File: src/rtl/xadc_multi_ch_reader.sv
// ---------------------------------------------------------------------------
// xadc_multi_ch_reader
// DRP read sequencer for the XADC wizard. When an end-of-conversion arrives
// for a channel inside the aux window [CH_BASE, CH_BASE+NUM_CH-1], it issues
// one DRP read. It optionally averages 2^AVG_LOG2 samples per channel. It
// publishes the latest 12-bit result per channel plus a streaming strobe.
//
// Ports
//   clk, rst_n      : system clock (also XADC dclk), async active-low reset
//   eoc, channel    : XADC end-of-conversion pulse and its channel code
//   drp_den/daddr   : DRP read request (one-cycle enable, 7-bit address)
//   drp_dwe, drp_di : tied to 0, the block only reads
//   drp_drdy/do     : DRP read response
//   sample*         : averaged result, channel index, 1-cycle valid strobe
//   sample_bus      : latest result per channel, channel i at [12i+11:12i]
//   overrun         : in-range eoc dropped because a read was in flight
//   timeout_err     : drp_drdy not seen within TIMEOUT cycles
// ---------------------------------------------------------------------------
module xadc_multi_ch_reader #(
   parameter int unsigned NUM_CH   = 4,
   parameter logic [4:0]  CH_BASE  = 5'h16,
   parameter int unsigned AVG_LOG2 = 0,
   parameter int unsigned TIMEOUT  = 64
) (
   input  logic                    clk,
   input  logic                    rst_n,
   input  logic                    eoc,
   input  logic [4:0]              channel,
   output logic                    drp_den,
   output logic [6:0]              drp_daddr,
   output logic                    drp_dwe,
   output logic [15:0]             drp_di,
   input  logic                    drp_drdy,
   input  logic [15:0]             drp_do,
   output logic [11:0]             sample,
   output logic [3:0]              sample_ch,
   output logic                    sample_valid,
   output logic [12*NUM_CH-1:0]    sample_bus,
   output logic                    overrun,
   output logic                    timeout_err
);

   localparam int unsigned ACC_W = 12 + AVG_LOG2;
   localparam int unsigned CNT_W = AVG_LOG2 + 1;
   localparam int unsigned TMO_W = $clog2(TIMEOUT + 1);
   localparam int unsigned IDX_W = (NUM_CH > 1) ? $clog2(NUM_CH) : 1;

   localparam logic [CNT_W-1:0] CNT_LAST = CNT_W'((1 << AVG_LOG2) - 1);
   localparam logic [5:0]       RANGE_LO = 6'(CH_BASE);
   localparam logic [5:0]       RANGE_HI = 6'(CH_BASE) + 6'(NUM_CH);

   typedef enum logic [1:0] {S_IDLE, S_ISSUE, S_WAIT} state_t;

   state_t               state;
   logic [IDX_W-1:0]     idx;
   logic [TMO_W-1:0]     tmo_cnt;
   logic [ACC_W-1:0]     acc [NUM_CH];
   logic [CNT_W-1:0]     cnt [NUM_CH];

   logic                 in_range_c;
   logic [IDX_W-1:0]     ch_idx_c;
   logic [11:0]          code_c;
   logic [ACC_W-1:0]     acc_sum_c;
   logic                 unused_low_bits_c;

   assign drp_dwe = 1'b0;
   assign drp_di  = 16'h0000;

   // Low nibble of the DRP word is below the 12-bit ADC resolution.
   assign unused_low_bits_c = ^drp_do[3:0];

   // Window decode done 6 bits wide so CH_BASE+NUM_CH cannot wrap.
   always_comb begin
      in_range_c = ({1'b0, channel} >= RANGE_LO) && ({1'b0, channel} < RANGE_HI);
      ch_idx_c   = IDX_W'(channel - CH_BASE);
      code_c     = drp_do[15:4];
      acc_sum_c  = acc[idx] + ACC_W'(code_c);
   end

   // Sequencer: IDLE -> ISSUE (den next cycle) -> WAIT (drdy or timeout).
   always_ff @(posedge clk or negedge rst_n) begin
      if (!rst_n) begin
         state        <= S_IDLE;
         idx          <= '0;
         tmo_cnt      <= '0;
         drp_den      <= 1'b0;
         drp_daddr    <= '0;
         sample       <= '0;
         sample_ch    <= '0;
         sample_valid <= 1'b0;
         sample_bus   <= '0;
         overrun      <= 1'b0;
         timeout_err  <= 1'b0;
         for (int unsigned i = 0; i < NUM_CH; i++) begin
            acc[i] <= '0;
            cnt[i] <= '0;
         end
      end else begin
         drp_den      <= 1'b0;
         sample_valid <= 1'b0;
         overrun      <= 1'b0;
         timeout_err  <= 1'b0;

         if (eoc && in_range_c && (state != S_IDLE)) begin
            overrun <= 1'b1;
         end

         case (state)
            S_IDLE: begin
               if (eoc && in_range_c) begin
                  idx       <= ch_idx_c;
                  drp_daddr <= {2'b00, channel};
                  state     <= S_ISSUE;
               end
            end
            S_ISSUE: begin
               drp_den <= 1'b1;
               tmo_cnt <= TMO_W'(TIMEOUT);
               state   <= S_WAIT;
            end
            S_WAIT: begin
               if (drp_drdy) begin
                  // Last sample of the window: publish the mean and restart.
                  if (cnt[idx] == CNT_LAST) begin
                     sample                 <= 12'(acc_sum_c >> AVG_LOG2);
                     sample_ch              <= 4'(idx);
                     sample_valid           <= 1'b1;
                     sample_bus[12*idx +: 12] <= 12'(acc_sum_c >> AVG_LOG2);
                     acc[idx]               <= '0;
                     cnt[idx]               <= '0;
                  end else begin
                     acc[idx] <= acc_sum_c;
                     cnt[idx] <= cnt[idx] + CNT_W'(1);
                  end
                  state <= S_IDLE;
               end else if (tmo_cnt <= TMO_W'(1)) begin
                  timeout_err <= 1'b1;
                  state       <= S_IDLE;
               end else begin
                  tmo_cnt <= tmo_cnt - TMO_W'(1);
               end
            end
            default: state <= S_IDLE;
         endcase
      end
   end

endmodule

File: config.mk
export PLATFORM = sky130hd
export DESIGN_NAME = xadc_multi_ch_reader
export DESIGN_NICKNAME = d
export VERILOG_FILES = /design/src/rtl/xadc_multi_ch_reader.sv
export SDC_FILE = /design/constraint.sdc
export NUM_CORES = 1
export LEC_CHECK = 0
export BUFFER_PORTS_ARGS = -buffer_cell sky130_fd_sc_hd__buf_2
export CORE_MARGIN = 3
export CORE_UTILIZATION = 50
export DETAILED_ROUTE_END_ITERATION = 16
export GPL_TIMING_DRIVEN = 0
export PLACE_DENSITY = 0.81
export SYNTH_ARGS = -nofsm -noshare
export SYNTH_HDL_FRONTEND = slang
export SYNTH_SLANG_ARGS = --single-unit
File: constraint.sdc
create_clock -name clk -period 4.6 [get_ports clk]
set_input_delay 0.23 -clock clk [delete_from_list [all_inputs] [get_ports clk]]
set_output_delay 0.23 -clock clk [all_outputs]
set_load 0.02 [all_outputs]
==> impl_metrics.ini, run 1 <==
[grt]
grt_util_met1_pct = 30.5
grtUsageMet3_pct = 5.41
grt_pass1_wl_um = 27700
grt_usage_pct = 24.4
grt.busiest_layer = met2
grt_start_max_net_pins = 91
grt_pass1_vias = 5451
use_met2_pct = 40.2
grt_overflow = 0
antenna_found_initial = 1

[detailed_routing]
drt_iter0_markers = 620
vias = 5418
drt_wl_total_um = 16900
avgRoutedWirePerCell_um = 17.8
routed_via_density = 5.72
ant_nets = 0
drc = 0
first_pass_iters = 5

[worst_setup_path]
critPathSlowestCell = dfrtp_1
cp_cell_sequence = clkbuf_4 -> mux4_2 -> ha_1 -> nand2_1 -> o31ai_1 -> a21bo_2 -> a221o_1 -> xnor2_1 -> clkbuf_1 -> o221ai_1
cp_slowest_stage_delay_ps = 630
worstPathRequired_ps = 4830
crit_arrival_ps = 4630
path_class = flop to flop
worst-path-max-fanout = 19
endpoint_kind = flop
r2r_slack_ps = 200
cp-start-kind = flop

[floorplan]
die_w_um = 119
start_util_pct = 52.4
dieArea_mm2 = 0.0142
core_area_mm2 = 0.0123
io_pins = 117
die_h_um = 119
num_rows = 40

[power]
p_leak_nw = 3.78
p_per_area_mw_per_mm2 = 476
irDropWorstVdd_mv = 0.223
total_power_mw = 3.70

[place]
dp.cells = 915
detailed_place.area_mm2 = 0.00720
place.gp.congestion = 0.860
hpwl_um = 12000
pre_cts_ws_ps = -525
io_buffers = 91

[sta]
setup_slack_ps = 201
slew_headroom_pct = 21.0
hold_slack_ps = 50.1
hold_viol = 0
timing.final.crit_share_pct = 95.6
min_period_ps = 4400
setup_viol = 0
worst_slew_pin_slew_ps = 1180
rsz0062_at_grt = false
tns_ps = 0
drv_slew = 0
max_freq_ghz = 0.227
fin_skew_ps = 16.1

[clock_tree]
clkTransAtPathRegs_ps = 60
clock_latency_ps = 430
cts_buffers = 17
clk_path_buf_depth = 2
root_buffer = clkbuf_16
cts_setup_buffers = 0
cts_tree = done
cts.htree.levels = 4
cts.sinks = 133

[logic_synthesis]
yosysWarningCount = 0
yosys.cell_types.count = 61
synth_edf_count = 0
synthCells = 635
ys_ff_latch = 133
async_reset_ff_share_pct = 100
seq_area_frac_synth_pct = 51.8
synth_area_per_cell_um2 = 10.1
synth_area_mm2 = 0.00642
synth-main-ff-cell = dfrtp_1

[flow_run]
cap_viol_max_count = 0

[final_layout]
nets = 813
utilization_pct = 63.5
drive_above_1_share_pct = 22.6
syn_to_final_growth_pct = 21.1
fillers = 908
finalNonFillerCells = 947
fin_area_mm2 = 0.00778

[outcome]
run_status = finished clean

[min_path]
hold_path.class = primary input to flop
==> registers in the layout (all words and copies together), names as in the netlist <==
| signal | count |
|---|---|
| tmo_cnt | 7 |
| cnt | 4 |
| sample | 12 |
| overrun | 1 |
| sample_ch | 2 |
| timeout_err | 1 |
| state | 2 |
| acc | 48 |
| sample_valid | 1 |
| drp_daddr | 4 |
| idx | 2 |
| drp_den | 1 |
| sample_bus | 48 |
==> final cells by class <==
cell class / instances / area, um2 / share of cell area (%)
sequential: 133 / 3330 / 42.8
multi-input combinational: 455 / 2830 / 36.4
timing repair buffer: 93 / 499 / 6.42
clock buffer: 22 / 464 / 5.97
buffer: 51 / 280 / 3.60
tap: 168 / 210 / 2.70
clock inverter: 9 / 104 / 1.33
inverter: 15 / 62.6 / 0.804
antenna: 1 / 2.50 / 0.0322
==> cell families (layout without fill, tap and decap cells) <==
kind of cell               Yosys count  count (layout)  synth area share [%]
AOI/OAI and AO/OA                  165             165                  15.8
DFF                                133             133                  51.8
adders and majority gates           22              22                  4.40
other                                1              22                0.0584
and+or+nand+nor                    213             213                  15.0
muxes                               21              21                  5.88
xor gates and xnor gates            13              13                  1.77
buffers and inverters               67             190                  5.32
==> per-layer routing <==
| layer | vias to the layer above | wire, um | share of wire (%) |
|---|---|---|---|
| met5 | - | 0 | 0 |
| met4 | 0 | 533 | 3.2 |
| met3 | 49 | 1190 | 7.0 |
| met2 | 273 | 8340 | 49 |
| met1 | 2632 | 6800 | 40 |
| li1 | 2464 | - | - |
==> report_power, final <==
| group | total (mW) | switching (mW) | internal [mW] | leakage [nW] |
|---|---|---|---|---|
| clock | 1.31 | 0.489 | 0.819 | 0.276 |
| combinational | 0.930 | 0.606 | 0.324 | 1.71 |
| sequential | 1.46 | 0.125 | 1.34 | 1.79 |
==> final timing paths <==
| check | startpoint | cells past startpoint | end |
|---|---|---|---|
| min in group asynchronous | rst_n | 2 | sample_bus[21]$_DFFE_PN0P_ |
| worst max register to register | idx[0]$_DFFE_PN0P_ | 10 | sample_bus[35]$_DFFE_PN0P_ |
| worst min-delay path | channel[0] | 3 | idx[0]$_DFFE_PN0P_ |
| worst min register to register | drp_daddr[4]$_DFFE_PN0P_ | 1 | drp_daddr[4]$_DFFE_PN0P_ |
| max in group asynchronous | rst_n | 3 | acc[6]$_DFFE_PN0P_ |
| worst max-delay path | idx[0]$_DFFE_PN0P_ | 10 | sample_bus[35]$_DFFE_PN0P_ |
==> Yosys cell counts (all sizes together) (6+ instances only) <==
master | number | area share (%)
a21o | 6 | 0.70
a21oi | 22 | 1.7
a221o | 6 | 0.93
a22o | 7 | 0.95
and2 | 6 | 0.58
buf | 25 | 2.8
clkbuf | 27 | 1.6
dfrtp | 133 | 52
ha | 21 | 4.1
inv | 13 | 0.76
mux4 | 13 | 4.6
nand2 | 128 | 7.7
nand3 | 10 | 0.78
nor2 | 22 | 1.3
nor3 | 11 | 0.86
o21ai | 85 | 6.6
o31ai | 17 | 2.0
or2 | 6 | 0.58
xnor2 | 9 | 1.2
==> layout by cell type (no fill, tap or decap), types with 21 or more instances in the layout <==
cell / count
buf_2: 91
dfrtp_1: 133
conb_1: 21
clkbuf_1: 28
ha_1: 21
nor2_1: 22
buf_4: 22
nand2_1: 126
o21ai_0: 81
a21oi_1: 22
==> worst max-delay path, delay by kind of cell, from the launching register on <==
| family | cells | cell delay (ps) |
|---|---|---|
| and+or+nand+nor | 1 | 120 |
| adders and majority gates | 1 | 400 |
| xor gates and xnor gates | 1 | 160 |
| muxes | 1 | 550 |
| AOI/OAI and AO/OA | 4 | 1360 |
| DFF | 1 | 630 |
| buffers and inverters | 2 | 990 |
==> what timing repair did <==
item | in CTS | in global routing
hold buffers | 1 | 0
endpoints found under the setup margin | 42 | 6
resized for setup | 1 | 3
hold endpoints to repair | 43 | 0
Power figures use the tool's default switching activity.
==> run 2: changes to the inputs <==
CORE_UTILIZATION = 55   (was 50)
PLACE_DENSITY = 0.87   (was 0.81)
TNS_END_PERCENT = 1   (was unset)
==> run 2 against run 1 <==
  * Routed wire length grew 5.7%
  * Power rose by 3.1%
  * Worst setup slack got worse by 17 ps
  * Critical path type unchanged
  * Critical endpoint unchanged
==> impl_metrics.ini, run 2 (same netlist as run 1, synthesis figures left out) <==
[power]
power_frac_comb_pct = 24.8
pwr-share-clk_pct = 36.8
p_int_mw = 2.57
p_per_area_mw_per_mm2 = 490
p_seq_share_pct = 38.4
p_sw_share_pct = 32.6
switchingPower_mw = 1.24
p_leak_nw = 3.81
irDropWorstVdd_mv = 0.408

[sta]
worst_slew_pin_slew_ps = 1090
rsz0062_at_grt = false
hold_slack_ps = 47.3
hold_viol = 0
drv_slew = 0
slew_headroom_pct = 26.8
max_freq_ghz = 0.226
fin_skew_ps = 7.83
min_period_ps = 4420
timing.final.crit_share_pct = 96.0
setup_viol = 0

[floorplan]
die_w_um = 114
io_pins = 117
start_util_pct = 57.7
num_rows = 38
core_area_mm2 = 0.0111
die_h_um = 114
dieArea_mm2 = 0.0130

[clock_tree]
clk_path_buf_depth = 2
cts.htree.levels = 4
root_buffer = clkbuf_16
cts_buffers = 17
cts_tree = done
clkTransAtPathRegs_ps = 60
cts.sinks = 133
cts_setup_buffers = 0
clock_latency_ps = 420

[final_layout]
syn_to_final_growth_pct = 21.2
finalNonFillerCells = 919
layout_commonest_cell = dfrtp_1
nets = 813
fin_area_mm2 = 0.00779
drive_above_1_share_pct = 22.7
diodes = 0
final_cell_mix = 133 x dfrtp_1, 126 x nand2_1, 91 x buf_2
top_regs = acc (48), sample_bus (48), sample (12)

[grt]
grt_start_max_net_pins = 104
grt_pass1_vias = 5557
antenna_found_initial = 0
grt_pass1_wl_um = 28200
grt_overflow = 0
grt_usage_pct = 27.8

[detailed_routing]
highest_layer = met4
ant_nets = 0
wl_met1_um = 6720
wl_met2_um = 8530
drt_iter0_markers = 776
dr_wl_met3_um = 1560
drc = 0
avgRoutedWirePerCell_um = 19.4
vias = 5629
first_pass_iters = 6
routed_via_density = 6.13
drt_wl_total_um = 17800

[worst_setup_path]
endpoint_kind = flop
cp-start-kind = flop
worstPathRequired_ps = 4850
crit_arrival_ps = 4660
worst-path-max-fanout = 19
path_class = flop to flop

[flow_run]
cap_viol_max_count = 0

[place]
io_buffers = 91
hpwl_um = 12000
place.gp.congestion = 0.906
detailed_place.area_mm2 = 0.00716
dp.cells = 887

[min_path]
hold_path.class = primary input to flop

[outcome]
run_status = finished clean
[run 2: layer usage]
| layer | GRT usage (%) | up-vias |
|---|---|---|
| li1 | - | 2455 |
| met1 | 34.7 | 2711 |
| met2 | 45.3 | 369 |
| met3 | 5.29 | 94 |
| met4 | 16.3 | 0 |
| met5 | 0 | - |
[run 2: path summary, 6_finish.rpt]
| path | start | end | slack [ps] | cells after the start |
|---|---|---|---|---|
| worst max-delay path | idx[0]$_DFFE_PN0P_ | sample_bus[35]$_DFFE_PN0P_ | 180 | 10 |
| worst min-delay path | channel[0] | idx[0]$_DFFE_PN0P_ | 50 | 3 |
| worst max register to register | idx[0]$_DFFE_PN0P_ | sample_bus[35]$_DFFE_PN0P_ | 180 | 10 |
| max in group asynchronous | rst_n | acc[27]$_DFFE_PN0P_ | 3550 | 3 |
| worst min register to register | sample[4]$_DFFE_PN0P_ | sample[4]$_DFFE_PN0P_ | 470 | 2 |
| min in group asynchronous | rst_n | sample_bus[6]$_DFFE_PN0P_ | 260 | 2 |
[run 2: final cells by class]
| cell class | count | area, um2 |
|---|---|---|
| buffer | 51 | 280 |
| clock buffer | 24 | 492 |
| fill | 740 | 3340 |
| clock inverter | 8 | 121 |
| sequential | 133 | 3330 |
| timing repair buffer | 93 | 499 |
| inverter | 15 | 62.6 |
| tap | 140 | 175 |
| multi-input combinational | 455 | 2830 |
[run 2: stage by stage]
step,power [mW],TNS (ps),worst slack (ps),util [%]
final,3.81,0,185,70.0
after floorplan,2.07,0,600,-
after CTS,3.80,0,127,70.0
after detailed placement,2.39,-9260,-511,64.4
after global routing,3.96,0,40.1,70.0
after global placement,2.36,-4640,-390,64.1
[run 2: critical path: stages (launching register included)]
cell,delay (ps)
dfrtp_1,650
clkbuf_4,490
mux4_2,580
ha_1,420
nand2_1,130
o31ai_1,590
a21bo_2,260
a221o_1,190
xnor2_1,160
clkbuf_1,540
o221ai_1,220
[run 2: what timing repair did]
item | CTS | global route
hold buffers | 1 | 0
cloned | 0 | 0
gates resized for setup | 1 | 3
endpoints found under the setup margin | 47 | 3
hold endpoints to repair | 30 | 0
[run 2: power by group through the flow]
stage	sequential (mW)	clock (mW)	combinational, mW
global placement	1.47	0	0.891
CTS	1.46	1.40	0.938
floorplan	1.62	0	0.445
global route	1.48	1.46	1.02
detailed placement	1.47	0	0.920
finish	1.47	1.40	0.945
==> run 3: changes to the inputs <==
BUFFER_PORTS_ARGS = -buffer_cell sky130_fd_sc_hd__buf_4   (was -buffer_cell sky130_fd_sc_hd__buf_2)
==> run 3 against run 2 <==
  * Clock power decreased by 9%
  * Non-clock buffer count up 1
  * Cell area rose by 2.5%
  * Maximum frequency up 1.3%
  * Clock skew up 2.2 ps
  * Global-route usage is 0.77 points higher
  * Routed wire length increased by 2.8%
  * First-iteration DRC count rose by 6.1%
  * Critical path depth rose by 1
  * Via count grew 1.7%
  * Register-to-register slack gained 50 ps
  * Critical endpoint is now sample_bus[30]$_DFFE_PN0P_
==> impl_metrics.ini, run 3 (same netlist as run 1, synthesis figures left out) <==
[final_layout]
fillers = 728
final_cell_mix = 133 x dfrtp_1, 126 x nand2_1, 112 x buf_4
layout_commonest_cell = dfrtp_1
drive_above_1_share_pct = 23.2
regArea_mm2 = 0.00333
top_regs = acc (48), sample_bus (48), sample (12)
utilization_pct = 71.8
diodes = 0
syn_to_final_growth_pct = 24.3
nets = 814
multi_input_area_mm2 = 0.00286
finalNonFillerCells = 919
fin_area_mm2 = 0.00799

[sta]
rsz0062_at_grt = false
hold_slack_ps = 23.9
setup_viol = 0
drv_slew = 0
min_period_ps = 4360
worst_slew_pin_slew_ps = 968
hold_viol = 0
max_freq_ghz = 0.229
slew_headroom_pct = 35.0
setup_slack_ps = 239
fin_skew_ps = 10.1
timing.final.crit_share_pct = 94.8
tns_ps = 0

[power]
p_sw_share_pct = 33.4
p_seq_share_pct = 38.8
irDropWorstVdd_mv = 0.433
p_per_area_mw_per_mm2 = 474
power_frac_comb_pct = 27.5
switchingPower_mw = 1.26
p_int_mw = 2.52
total_power_mw = 3.79
p_leak_nw = 3.82
pwr-share-clk_pct = 33.7

[place]
hpwl_um = 12200
io_buffers = 91
place.gp.congestion = 0.902
detailed_place.area_mm2 = 0.00739
dp.cells = 887
pre_cts_ws_ps = -523

[detailed_routing]
drt_iter0_markers = 823
drt_wl_total_um = 18300
highest_layer = met4
vias = 5727
wl_met1_um = 6820
wl_met2_um = 8880
routed_via_density = 6.23
avgRoutedWirePerCell_um = 19.9
first_pass_iters = 6
ant_nets = 0
dr_wl_met3_um = 1720
drc = 0

[worst_setup_path]
worstPathRequired_ps = 4910
r2r_cells = 11
r2r_slack_ps = 240
rr_endpoint = sample_bus[30]$_DFFE_PN0P_
worst-path-max-fanout = 10
endpoint_kind = flop
crit_arrival_ps = 4670
cp-start-kind = flop
rr_startpoint = idx[1]$_DFFE_PN0P_
path_class = flop to flop

[grt]
grt_pass1_vias = 5736
grt_overflow = 0
grt_usage_pct = 28.6
antenna_found_initial = 0
grt_pass1_wl_um = 29100
grt_start_max_net_pins = 96

[floorplan]
io_pins = 117
dieArea_mm2 = 0.0130
core_area_mm2 = 0.0111
num_rows = 38
die_h_um = 114
die_w_um = 114
start_util_pct = 57.7

[flow_run]
cap_viol_max_count = 0

[clock_tree]
cts_tree = done
cts.htree.levels = 4
cts_setup_buffers = 0
clkTransAtPathRegs_ps = 60
clk_path_buf_depth = 2
clock_latency_ps = 420
cts_buffers = 17
root_buffer = clkbuf_16
cts.sinks = 133

[min_path]
worstHoldStart = channel[1]
holdPathStages = 2
hold_path.class = primary input to flop
min_to = idx[1]$_DFFE_PN0P_

[outcome]
run_status = finished clean
-- run 3: power by group through the flow --
stage	registers [mW]	logic [mW]	clock network (mW)
final	1.47	1.04	1.28
after detailed placement	1.48	1.01	0
after global routing	1.49	1.11	1.33
after global placement	1.48	0.975	0
after floorplan	1.62	0.445	0
after CTS	1.47	1.03	1.27
-- run 3: how the worst max path moves through the flow --
| stage | startpoint | to | slack [ps] | cells after the start |
|---|---|---|---|---|
| after global routing | idx[1]$_DFFE_PN0P_ | sample_bus[30]$_DFFE_PN0P_ | 100 | 11 |
| after detailed placement | idx[0]$_DFFE_PN0P_ | sample_bus[35]$_DFFE_PN0P_ | -520 | 11 |
| after CTS | idx[0]$_DFFE_PN0P_ | sample_bus[29]$_DFFE_PN0P_ | 190 | 10 |
| after floorplan | idx[0]$_DFFE_PN0P_ | sample_bus[35]$_DFFE_PN0P_ | 600 | 11 |
| after global placement | idx[0]$_DFFE_PN0P_ | sample_bus[35]$_DFFE_PN0P_ | -430 | 11 |
| final | idx[1]$_DFFE_PN0P_ | sample_bus[30]$_DFFE_PN0P_ | 240 | 11 |
-- run 3: layout make-up --
cell class	instances	area share [%]
timing repair buffer	93	9.07
multi-input combinational	455	35.8
tap	140	2.19
clock inverter	8	0.956
buffer	52	3.54
inverter	15	0.783
clock buffer	23	5.99
sequential	133	41.7
-- run 3: what timing repair did --
action | CTS | global route
gates cloned | 0 | 0
endpoints found under the setup margin | 46 | 23
resized for setup | 3 | 4
hold endpoints to repair | 38 | 0
hold buffers | 1 | 0
-- run 3: per-layer routing --
layer,global-route usage [%],up-vias
met4,16.9,0
met1,35.3,2774
met5,0,-
met2,46.6,390
li1,-,2478
met3,5.71,85
-- run 3: critical path, cell delays in order (launching register included) --
cell	delay [ps]
dfrtp_1	440
clkbuf_1	390
clkbuf_1	570
mux4_2	430
ha_1	250
fa_1	440
a21oi_1	250
o21ai_0	170
a21oi_1	280
xor2_2	500
o22ai_1	190
mux2_2	330
